`config.mk`:
```
export PLATFORM = sky130hd
export DESIGN_NAME = regfile_write_arbiter
export DESIGN_NICKNAME = d
export VERILOG_FILES = /design/src/rtl/regfile_pkg.sv /design/src/rtl/regfile_addr_decoder.sv /design/src/rtl/regfile_write_arbiter.sv
export SDC_FILE = /design/constraint.sdc
export NUM_CORES = 1
export LEC_CHECK = 0
export BUFFER_PORTS_ARGS = -buffer_cell sky130_fd_sc_hd__buf_2
export CAP_MARGIN = 20
export CORE_ASPECT_RATIO = 2
export CORE_MARGIN = 10
export CORE_UTILIZATION = 41
export DETAILED_ROUTE_END_ITERATION = 16
export GPL_ROUTABILITY_DRIVEN = 0
export PLACE_DENSITY = 0.83
export SETUP_SLACK_MARGIN = 0.3
export SLEW_MARGIN = 5
export SYNTH_ARGS = -nofsm -noshare
export SYNTH_HDL_FRONTEND = slang
export SYNTH_SLANG_ARGS = --single-unit
```
`constraint.sdc`:
```
create_clock -name clk -period 1.6 [get_ports clk]
set_clock_uncertainty 0.15 [all_clocks]
set_input_delay 0.16 -clock clk [delete_from_list [all_inputs] [get_ports clk]]
set_output_delay 0.16 -clock clk [all_outputs]
set_load 0.01 [all_outputs]
```
`src/rtl/regfile_pkg.sv`:
```
// Shared types and sizes for the 16x16 register file write arbiter.
package regfile_pkg;

    localparam int unsigned NUM_REGS   = 16;
    localparam int unsigned ADDR_W     = 4;
    localparam int unsigned DATA_W     = 16;
    localparam int unsigned STARVE_MAX = 3;
    localparam int unsigned STARVE_W   = 2;

    typedef logic [ADDR_W-1:0] reg_addr_t;

    typedef enum logic {
        ST_IDLE   = 1'b0,
        ST_STAGED = 1'b1
    } stage_state_e;

endpackage

```
`src/rtl/regfile_addr_decoder.sv`:
```
// Address to one-hot register select decoder.
//   en_i      : when low, all select lines are low
//   addr_i    : register address
//   onehot_o  : one-hot select, bit addr_i set when enabled
module regfile_addr_decoder
    import regfile_pkg::*;
(
    input  logic                en_i,
    input  reg_addr_t           addr_i,
    output logic [NUM_REGS-1:0] onehot_o
);

    always_comb begin
        onehot_o = '0;
        if (en_i) begin
            onehot_o[addr_i] = 1'b1;
        end
    end

endmodule

```
`src/rtl/regfile_write_arbiter.sv`:
```
// Write-port arbiter, write staging and read decode for the 16x16 register file.
//   clk, rst                       : clock, synchronous active-high reset
//   wb_req/wb_addr/wb_data/wb_gnt  : writeback write requester
//   aux_req/aux_addr/aux_data/aux_gnt : auxiliary write requester
//   rd_addr1, rd_addr2             : read port addresses
//   write_en, write_data           : staged write driven to the cells
//   read_en1, read_en2             : one-hot read selects
//   bypass1, bypass2, bypass_data  : read-after-staged-write forwarding
module regfile_write_arbiter
    import regfile_pkg::*;
(
    input  logic                clk,
    input  logic                rst,
    input  logic                wb_req,
    input  reg_addr_t           wb_addr,
    input  logic [DATA_W-1:0]   wb_data,
    output logic                wb_gnt,
    input  logic                aux_req,
    input  reg_addr_t           aux_addr,
    input  logic [DATA_W-1:0]   aux_data,
    output logic                aux_gnt,
    input  reg_addr_t           rd_addr1,
    input  reg_addr_t           rd_addr2,
    output logic [NUM_REGS-1:0] write_en,
    output logic [DATA_W-1:0]   write_data,
    output logic [NUM_REGS-1:0] read_en1,
    output logic [NUM_REGS-1:0] read_en2,
    output logic                bypass1,
    output logic                bypass2,
    output logic [DATA_W-1:0]   bypass_data
);

    stage_state_e          state_q, state_d;
    reg_addr_t             staged_addr_q, staged_addr_d;
    logic [DATA_W-1:0]     staged_data_q, staged_data_d;
    logic [STARVE_W-1:0]   starve_q, starve_d;
    logic                  staged_vld;

    // Grants: WB by default; AUX when WB is idle or AUX has starved long enough.
    always_comb begin
        aux_gnt = !rst && aux_req && (!wb_req || (starve_q == STARVE_W'(STARVE_MAX)));
        wb_gnt  = !rst && wb_req && !aux_gnt;
    end

    // Next-state: staging FSM and AUX starvation counter.
    always_comb begin
        state_d       = ST_IDLE;
        staged_addr_d = staged_addr_q;
        staged_data_d = staged_data_q;
        starve_d      = starve_q;

        if (wb_gnt) begin
            state_d       = ST_STAGED;
            staged_addr_d = wb_addr;
            staged_data_d = wb_data;
        end else if (aux_gnt) begin
            state_d       = ST_STAGED;
            staged_addr_d = aux_addr;
            staged_data_d = aux_data;
        end

        if (!aux_req || aux_gnt) begin
            starve_d = '0;
        end else if (starve_q != STARVE_W'(STARVE_MAX)) begin
            starve_d = starve_q + STARVE_W'(1);
        end
    end

    // State registers.
    always_ff @(posedge clk) begin
        if (rst) begin
            state_q       <= ST_IDLE;
            staged_addr_q <= '0;
            staged_data_q <= '0;
            starve_q      <= '0;
        end else begin
            state_q       <= state_d;
            staged_addr_q <= staged_addr_d;
            staged_data_q <= staged_data_d;
            starve_q      <= starve_d;
        end
    end

    // Gating with rst drops a write still staged when reset arrives; R0 never writes.
    assign staged_vld = !rst && (state_q == ST_STAGED) && (staged_addr_q != '0);

    assign write_data  = rst ? '0 : staged_data_q;
    assign bypass_data = write_data;
    assign bypass1     = staged_vld && (rd_addr1 == staged_addr_q);
    assign bypass2     = staged_vld && (rd_addr2 == staged_addr_q);

    regfile_addr_decoder u_wr_dec (
        .en_i     (staged_vld),
        .addr_i   (staged_addr_q),
        .onehot_o (write_en)
    );

    regfile_addr_decoder u_rd1_dec (
        .en_i     (1'b1),
        .addr_i   (rd_addr1),
        .onehot_o (read_en1)
    );

    regfile_addr_decoder u_rd2_dec (
        .en_i     (1'b1),
        .addr_i   (rd_addr2),
        .onehot_o (read_en2)
    );

endmodule
```
==> results of run 1 <==
[worst reg2reg max path, cell delays in order, from the launching register on]
cell       delay, ns
dfxtp_4         0.37
ha_4            0.15
nand2_4         0.06
and2_4          0.16
buf_12          0.15
buf_12          0.14
a2111oi_4       0.29
[worst paths after layout]
kind / startpoint / end / slack, ns
setup / recovery: state_q / write_en[1] / -0.1
hold / removal: wb_addr[2] / staged_addr_q[2] / 0.01
hold reg to reg: starve_q[0] / starve_q[0] / 0.40
setup reg to reg: starve_q[0] / staged_data_q[6] / 0.04
[cell families (layout without fill, tap and decap cells)]
family | Yosys count | in the layout | share of synthesized area
other | 1 | 1 | 0.00197
and+or+nand+nor | 118 | 118 | 0.304
AOI/OAI and AO/OA | 41 | 41 | 0.238
xor gates and xnor gates | 8 | 8 | 0.0367
adders and majority gates | 1 | 1 | 0.00656
DFF | 23 | 23 | 0.241
buffers and inverters | 63 | 190 | 0.172
[where the power goes]
part,switching [mW],internal (mW)
logic,0.391,0.351
clock network,0.207,0.175
registers,0.0486,0.617
[state kept, by name, indices dropped and copies added, names as in the netlist]
| name | cells |
|---|---|
| staged_addr_q | 4 |
| staged_data_q | 16 |
| state_q | 1 |
| starve_q | 2 |
[final cells by class]
cell class,count,share of cell area
repair buffers,166,0.322
inverters,20,0.0215
well taps,55,0.0197
clock buffers,3,0.0118
flip-flops and latches,23,0.138
clock inverters,1,0.00144
multi-input cells,169,0.486
[layer usage]
metal / vias to the layer above / wire (µm) / track usage / share of wire
met3: 22 / 932 / 0.0701 / 0.11
met1: 1056 / 2700 / 0.190 / 0.33
met2: 136 / 4380 / 0.363 / 0.53
met5: - / 0 / 0 / 0
met4: 0 / 257 / 0.0999 / 0.031
li1: 1090 / - / - / -
[through the flow]
step / setup WS, ns / utilization / hold WS [ns]
global route: -0.153 / 0.765 / 0.0298
floorplan: 0.274 / - / 0.150
detailed placement: 0.0590 / 0.640 / 0.271
global placement: 0.0925 / 0.640 / 0.257
CTS: -0.0366 / 0.744 / 0.0178
finish: -0.0997 / 0.765 / 0.0114
[layout by cell type (no fill, tap or decap), types with 3 or more instances in the layout]
cell,Yosys,layout
inv_1,20,20
dfxtp_4,0,5
buf_2,7,133
xnor2_1,8,8
buf_4,18,12
nand2_1,7,6
a211oi_2,0,8
buf_16,0,4
nor2b_1,18,12
nor2b_4,0,3
buf_12,0,6
buf_6,2,8
clkbuf_8,0,3
buf_8,0,3
nor2b_2,1,4
nor3_1,15,13
a2111oi_4,0,20
nand2b_1,10,10
nor2_2,0,4
a211oi_4,0,12
nor2_1,55,51
dfxtp_1,23,16
[what timing repair did]
item	CTS	global route
gates resized for setup	52	18
buffers inserted	11	4
setup endpoints to repair	39	54
cloned	4	0
pin swaps	23	9
==> out/metrics.cfg, run 1 <==
[run_status]
status=complete, but fails checks
failed_checks=negative setup slack

[floorplan]
die_area_um2=7950
dieHeight_um=116
fp-row-count=35
io_pins=136
start_util=0.419
core_area_um2=4550
die_x_um=68.2

[clocking]
cts-root-buf=clkbuf_8
postCtsHoldBufs=0
clk_pin_slew_worst_paths_ns=0.09
insertion_delay_ns=0.27
ctsLongestPathBuffers=2
cts_made_buffers=3
htree_levels=1
cts_sinks=23
cts_tree=yes

[logic_synthesis]
syn_area_um2=1910
yosys-top-cells-count=55 x nor2_1, 23 x dfxtp_1, 20 x a211oi_1, 20 x inv_1, 19 x a2111oi_2
synth_most_common_cell=nor2_1
synth_nets=308
synth-main-ff-cell=dfxtp_1
ys_warn_count=0
synthCells=255
synth_edf_count=0
synth_largest_area_cell=dfxtp_1
yosys-top-cells-area=dfxtp_1 24%, a2111oi_2 15%, nor2_1 11%
ys_ff_latch=23
synth.top_cell.area_share=0.241
async_flop_share=0
avgSynthCellArea_um2=7.48
ys_types=28
ys_seq_area_frac=0.241

[global_routing]
grt_pass1_vias=2521
grt_max_degree=20
antenna_found_initial=0
grt_first_pass_wirelength_um=12600
grt.total_usage=0.201
grt_overflow=0

[placed_design]
dp.cells=414
placed_area_um2=2910
port_buffers=134
dp_hpwl_um=5960

[detailed_routing]
routedWlPerCell_um=18.9
drc_errors=0
drt-initial-drc-count=134
ant_nets=0
drt_first_pass_iters=4
num_vias=2304
vias_per_cell=5.27
wl_um=8270

[pwr]
power.total_mw=1.79
pwr_density_cell_nw_per_um2=513
peakVddDrop_mv=0.653
leakage_nw=1.61

[hold_path]
hold_class=in -> reg
whs_path_depth=3

[sta]
finalMaxSlewViolations=0
fmax_mhz=588
period_needed_ns=1.70
worst_slack_ns=-0.0997
hold_viol=0
rsz0062_at_grt=yes
finalCritPeriodShare=1.06
setup_viol=10
setup_tns_ns=-0.331

[critical_path]
worstPathArrival_ns=1.39
crit_chain=nor2b_4 -> nand3b_1 -> nor3_1 -> buf_2
worstPathMaxFanout=5
worst_setup_path_end_kind=output pin
cp_top_family=simple AND/OR/NAND/NOR gates
critPathSlowestCell=dfxtp_2
slowest_delay_ns=0.33
path_buf_inv=1
worst-setup-path-type=reg -> out
path_depth=4
cp_data_required_time_ns=1.29
reg2reg_depth=6
cp-start-kind=flip-flop

[job]
cap_violations=0

[cells_and_area]
multiInputGateArea_um2=1690
final_area_um2=3490
syn_to_final_growth_pct=82.7
antennaDiodeCount=0
n_fill_cell=325
fin_cells=437
regArea_um2=482
drive_gt1_frac=0.620
nets=436

No activity file was read; power rests on OpenSTA's default activity.
==> run 2: changes to the inputs <==
--- a/config.mk
+++ b/config.mk
@@ -13,6 +13,7 @@
 export DETAILED_ROUTE_END_ITERATION = 16
 export GPL_ROUTABILITY_DRIVEN = 0
 export PLACE_DENSITY = 0.83
+export REMOVE_ABC_BUFFERS = 1
 export SETUP_SLACK_MARGIN = 0.3
 export SLEW_MARGIN = 5
 export SYNTH_ARGS = -nofsm -noshare
==> run 2 against run 1 <==
Compared with the run above: the flow now finishes without violations; sequential share of layout area rose by 0.21 points; non-clock buffer count fell by 7; via count rose by 0.26%; cell count is 1.1% lower; register-to-register slack lost 0.02 ns; wire length is 2.8% higher; critical path depth is the same; setup slack improved by 0.11 ns; combinational power increased by 2%; critical path type unchanged; largest cell class unchanged; highest routed layer unchanged.
==> out/metrics.cfg, run 2 (synthesis results as in run 1) <==
[run_status]
status=complete, no violations

[clocking]
cts-root-buf=clkbuf_8
cts_sinks=23
insertion_delay_ns=0.27
htree_levels=1
clk_pin_slew_worst_paths_ns=0.09
cts_made_buffers=3
postCtsHoldBufs=0
ctsLongestPathBuffers=2
cts_tree=yes

[critical_path]
worst_setup_path_end_kind=output pin
worstPathArrival_ns=1.28
cp_data_required_time_ns=1.29
crit_chain=buf_6 -> nand3b_1 -> nor3_1 -> buf_2
worstPathMaxFanout=7
slowest_delay_ns=0.34
cp-start-kind=flip-flop
critPathSlowestCell=dfxtp_2
worst-setup-path-type=reg -> out

[cells_and_area]
final_area_um2=3370
nets=431
reg_top3=staged_data_q: 16 flops, staged_addr_q: 4 flops, starve_q: 2 flops
drive_gt1_frac=0.621
regArea_um2=473
antennaDiodeCount=0
final_cell_mix=132 x buf_2, 52 x nor2_1, 20 x inv_1, 20 x a2111oi_4, 17 x dfxtp_1
largest-register=staged_data_q
final_common_cell=buf_2
n_fill_cell=337
multiInputGateArea_um2=1740
largest_reg_flops=16
syn_to_final_growth_pct=76.7

[detailed_routing]
route.met3.wl_um=665
drc_errors=0
vias_per_cell=5.35
drt_first_pass_iters=4
met1_length_um=2940
num_vias=2310
drt-initial-drc-count=74
highest_layer=met4
ant_nets=0
routedWlPerCell_um=19.7
wl_um=8500
wl_met2_um=4760

[pwr]
combinationalPowerShare=0.422
peakVddDrop_mv=0.907
internal_power_mw=1.14
leakage_nw=1.54
sw_frac_of_total=0.363
p_switching_mw=0.649
power_frac_seq=0.366
pwr_density_cell_nw_per_um2=531
clkPwrFrac=0.212

[sta]
setup_viol=0
hold_ws_ns=0.0235
period_needed_ns=1.59
rsz0062_at_grt=yes
finalCritPeriodShare=0.993
hold_viol=0
finalMaxSlewViolations=0
fmax_mhz=629
worstMarginPinSlew_ns=0.503
worst_slack_ns=0.0108
slew_headroom=0.665

[floorplan]
start_util=0.419
fp-row-count=35
core_area_um2=4550
dieHeight_um=116
die_area_um2=7950
die_x_um=68.2
io_pins=136

[placed_design]
pre_cts_slack_ns=0.0776
dp_hpwl_um=5540
port_buffers=134
placed_area_um2=2500

[global_routing]
grt.total_usage=0.204
grt_pass1_vias=2483
grt_max_degree=39
grt_first_pass_wirelength_um=12700
antenna_found_initial=0
grt_overflow=0

[hold_path]
hold_class=in -> reg

[job]
cap_violations=0

[run 2: critical path, delay by kind of cell, from the launching register on]
kind | cells | cell delay [ns]
flip-flops | 1 | 0.34
AND/OR/NAND/NOR | 2 | 0.38
buffers and inverters | 2 | 0.29
[run 2: per-layer routing]
| metal | track usage | up-vias |
|---|---|---|
| met4 | 0.0567 | 0 |
| li1 | - | 1080 |
| met3 | 0.0451 | 11 |
| met1 | 0.200 | 1110 |
| met5 | 0 | - |
| met2 | 0.399 | 109 |
[run 2: what timing repair did]
item | in CTS | in global routing
pin swaps | 37 | 34
gates resized for setup | 92 | 29
setup buffers | 9 | 2
endpoints found under the setup margin | 39 | 70
gates cloned | 3 | 0
[run 2: path summary, 6_finish.rpt]
kind                         start  cells past startpoint  slack, ns                end
hold reg to reg        starve_q[0]                      1       0.30        starve_q[0]
setup reg to reg       starve_q[1]                      5       0.02  staged_data_q[14]
hold / removal          wb_addr[1]                      3       0.02   staged_addr_q[1]
setup / recovery  staged_addr_q[0]                      4       0.01        write_en[2]
[run 2: per-stage QoR]
stage,std cells,setup TNS (ns),util,power (mW)
CTS,430,-0.0271,0.707,1.72
detailed placement,414,0,0.550,1.17
global route,432,-0.372,0.740,1.87
finish,432,0,0.740,1.79
global placement,414,0,0.550,1.16
floorplan,212,-2.52,-,0.923
[run 2: layout make-up]
cell class / instances / share of cell area
clock buffers: 4 / 0.0134
inverters: 20 / 0.0223
multi-input cells: 171 / 0.517
flip-flops and latches: 23 / 0.140
well taps: 55 / 0.0204
repair buffers: 159 / 0.286
[run 2: power by group through the flow]
stage               clock network (mW)  logic, mW  registers (mW)
floorplan                            0      0.265           0.657
detailed placement                   0      0.512           0.660
global placement                     0      0.501           0.658
global route                     0.400      0.809           0.660
CTS                              0.372      0.693           0.650
finish                           0.380      0.756           0.655
==> run 3: changes to the inputs <==
--- a/config.mk
+++ b/config.mk
@@ -5,6 +5,7 @@
 export SDC_FILE = /design/constraint.sdc
 export NUM_CORES = 1
 export LEC_CHECK = 0
+export ABC_AREA = 1
 export BUFFER_PORTS_ARGS = -buffer_cell sky130_fd_sc_hd__buf_2
 export CAP_MARGIN = 20
 export CORE_ASPECT_RATIO = 2
@@ -12,7 +13,7 @@
 export CORE_UTILIZATION = 41
 export DETAILED_ROUTE_END_ITERATION = 16
 export GPL_ROUTABILITY_DRIVEN = 0
-export PLACE_DENSITY = 0.83
+export PLACE_DENSITY = 0.84
 export REMOVE_ABC_BUFFERS = 1
 export SETUP_SLACK_MARGIN = 0.3
 export SLEW_MARGIN = 5
==> run 3 against run 2 <==
Compared with the run above: the run now ends with negative setup slack left; synthesized area is 3.7% lower; non-clock buffer count up 19; flip-flop and latch count is the same; wire length rose by 19%; critical path depth grew 3; first-iteration DRC count grew 140%; maximum frequency down 5.2%; critical path type unchanged; critical endpoint is now write_en[5]; largest power group unchanged.
==> out/metrics.cfg, run 3 <==
[detailed_routing]
wl_um=10200
routedWlPerCell_um=20.2
drc_errors=0
drt-initial-drc-count=181
drt_first_pass_iters=5
ant_nets=0
num_vias=2723
vias_per_cell=5.42

[logic_synthesis]
synth_xor_xnor_area_share=0.0334
ys_seq_area_frac=0.251
synth_top_family_by_area=simple AND/OR/NAND/NOR gates
synth-main-ff-cell=dfxtp_1
synth_largest_area_cell=dfxtp_1
synth_compound_area_frac=0.177
avgSynthCellArea_um2=6.21
yosys-top-cells-area=dfxtp_1 25%, nor2_1 15%, nand2_1 11%
synth_edf_count=0
yosys-top-cells-count=72 x nor2_1, 53 x nand2_1, 37 x inv_1
ys_warn_count=0
ys_ff_latch=23
synth-adder-area-share=0.00681
yosys.area_share.simple=0.312
synth_mux_area_frac=0
async_flop_share=0
synth.top_cell.area_share=0.251
ys_types=28
synth_most_common_cell=nor2_1
synthCells=296
syn_area_um2=1840

[critical_path]
worst-setup-path-type=reg -> out
slowest_delay_ns=0.39
cp-start-kind=flip-flop
cp_data_required_time_ns=1.29
worstPathArrival_ns=1.37
crit_chain=nor2_2 -> nand2_1 -> nand3_2 -> inv_2 -> nand2_2 -> nor2_1 -> buf_2
critPathSlowestCell=dfxtp_4
worst_setup_path_end_kind=output pin
worstPathMaxFanout=4

[clocking]
htree_levels=1
cts_tree=yes
insertion_delay_ns=0.27
clk_pin_slew_worst_paths_ns=0.09
ctsLongestPathBuffers=2
cts_sinks=23
cts_made_buffers=3
cts-root-buf=clkbuf_8

[global_routing]
grt.total_usage=0.229
grt_max_degree=23
grt_pass1_vias=2824
grt_first_pass_wirelength_um=14000
grt_overflow=0
antenna_found_initial=1

[floorplan]
io_pins=136
die_area_um2=7720
dieHeight_um=115
fp-row-count=34
start_util=0.423
die_x_um=67.3
core_area_um2=4340

[cells_and_area]
utilization=0.768
reg_top3=staged_data_q: 16 flops, staged_addr_q: 4 flops, starve_q: 2 flops
n_fill_cell=290
largest_reg_flops=16
multiInputGateArea_um2=1340
largest-register=staged_data_q
nets=501
final_cell_mix=131 x buf_2, 56 x nor2_1, 32 x inv_1
fin_cells=502
final_common_cell=buf_2
syn_to_final_growth_pct=81.5
final_area_um2=3330
regArea_um2=485
drive_gt1_frac=0.622

[sta]
setup_viol=13
worst_slack_ns=-0.0760
period_needed_ns=1.68
finalCritPeriodShare=1.05
hold_ws_ns=0.0184
fmax_mhz=597
hold_viol=0
rsz0062_at_grt=yes
finalMaxSlewViolations=0

[placed_design]
dp.cells=463
port_buffers=134
pre_cts_slack_ns=0.105
dp_hpwl_um=5390
placed_area_um2=2410

[job]
cap_violations=0

[hold_path]
hold_class=in -> reg

[run_status]
status=complete, but fails checks
failed_checks=negative setup slack

[pwr]
peakVddDrop_mv=0.770
leakage_nw=1.80
pwr_density_cell_nw_per_um2=574

[run 3: worst paths after layout]
check | start | endpoint | slack, ns | depth (start not counted)
max reg2reg | starve_q[0] | staged_data_q[15] | 0.02 | 10
min reg2reg | starve_q[0] | starve_q[0] | 0.30 | 1
max | staged_addr_q[3] | write_en[5] | -0.08 | 7
min | wb_data[0] | staged_data_q[0] | 0.02 | 3
[run 3: layer usage]
layer / up-vias / GRT usage / wire length, µm
met2: 241 / 0.394 / 5030
met4: 0 / 0.146 / 631
met5: - / 0 / 0
met3: 51 / 0.0902 / 1250
li1: 1197 / - / -
met1: 1234 / 0.213 / 3260
[run 3: kinds of logic after synthesis]
logic type / after synthesis
compound gates: 53
xor+xnor: 7
fa+ha+maj: 1
buf+inv: 70
flops: 23
other cells: 1
simple gates: 141
[run 3: timing repair]
action,CTS,global route
resized for setup,98,51
endpoints found under the setup margin,39,65
buffers inserted,10,2
hold endpoints to repair,18,0
pin swaps,24,21
cloned,3,1
hold buffers,18,0
[run 3: critical path: cells and delay by family (launching register included)]
kind,cells,cell delay (ns)
simple gates,5,0.45
flops,1,0.39
buf+inv,2,0.24
[run 3: report_power, final]
group	switching, mW	internal, mW
combinational	0.478	0.368
clock	0.207	0.179
sequential	0.0483	0.632
[run 3: final cells by class]
type / count / share of cell area
sequential: 23 / 0.146
timing repair buffer: 178 / 0.371
clock buffer: 4 / 0.0135
multi-input combinational: 203 / 0.402
tap: 54 / 0.0203
antenna: 1 / 0.000751
inverter: 39 / 0.0462
[run 3: through the flow]
stage                     TNS [ns]  power (mW)
after floorplan                  0       0.962
after global placement           0        1.20
after detailed placement         0        1.20
after CTS                  -0.0184        1.75
after global routing         -1.84        1.98
final                       -0.419        1.91
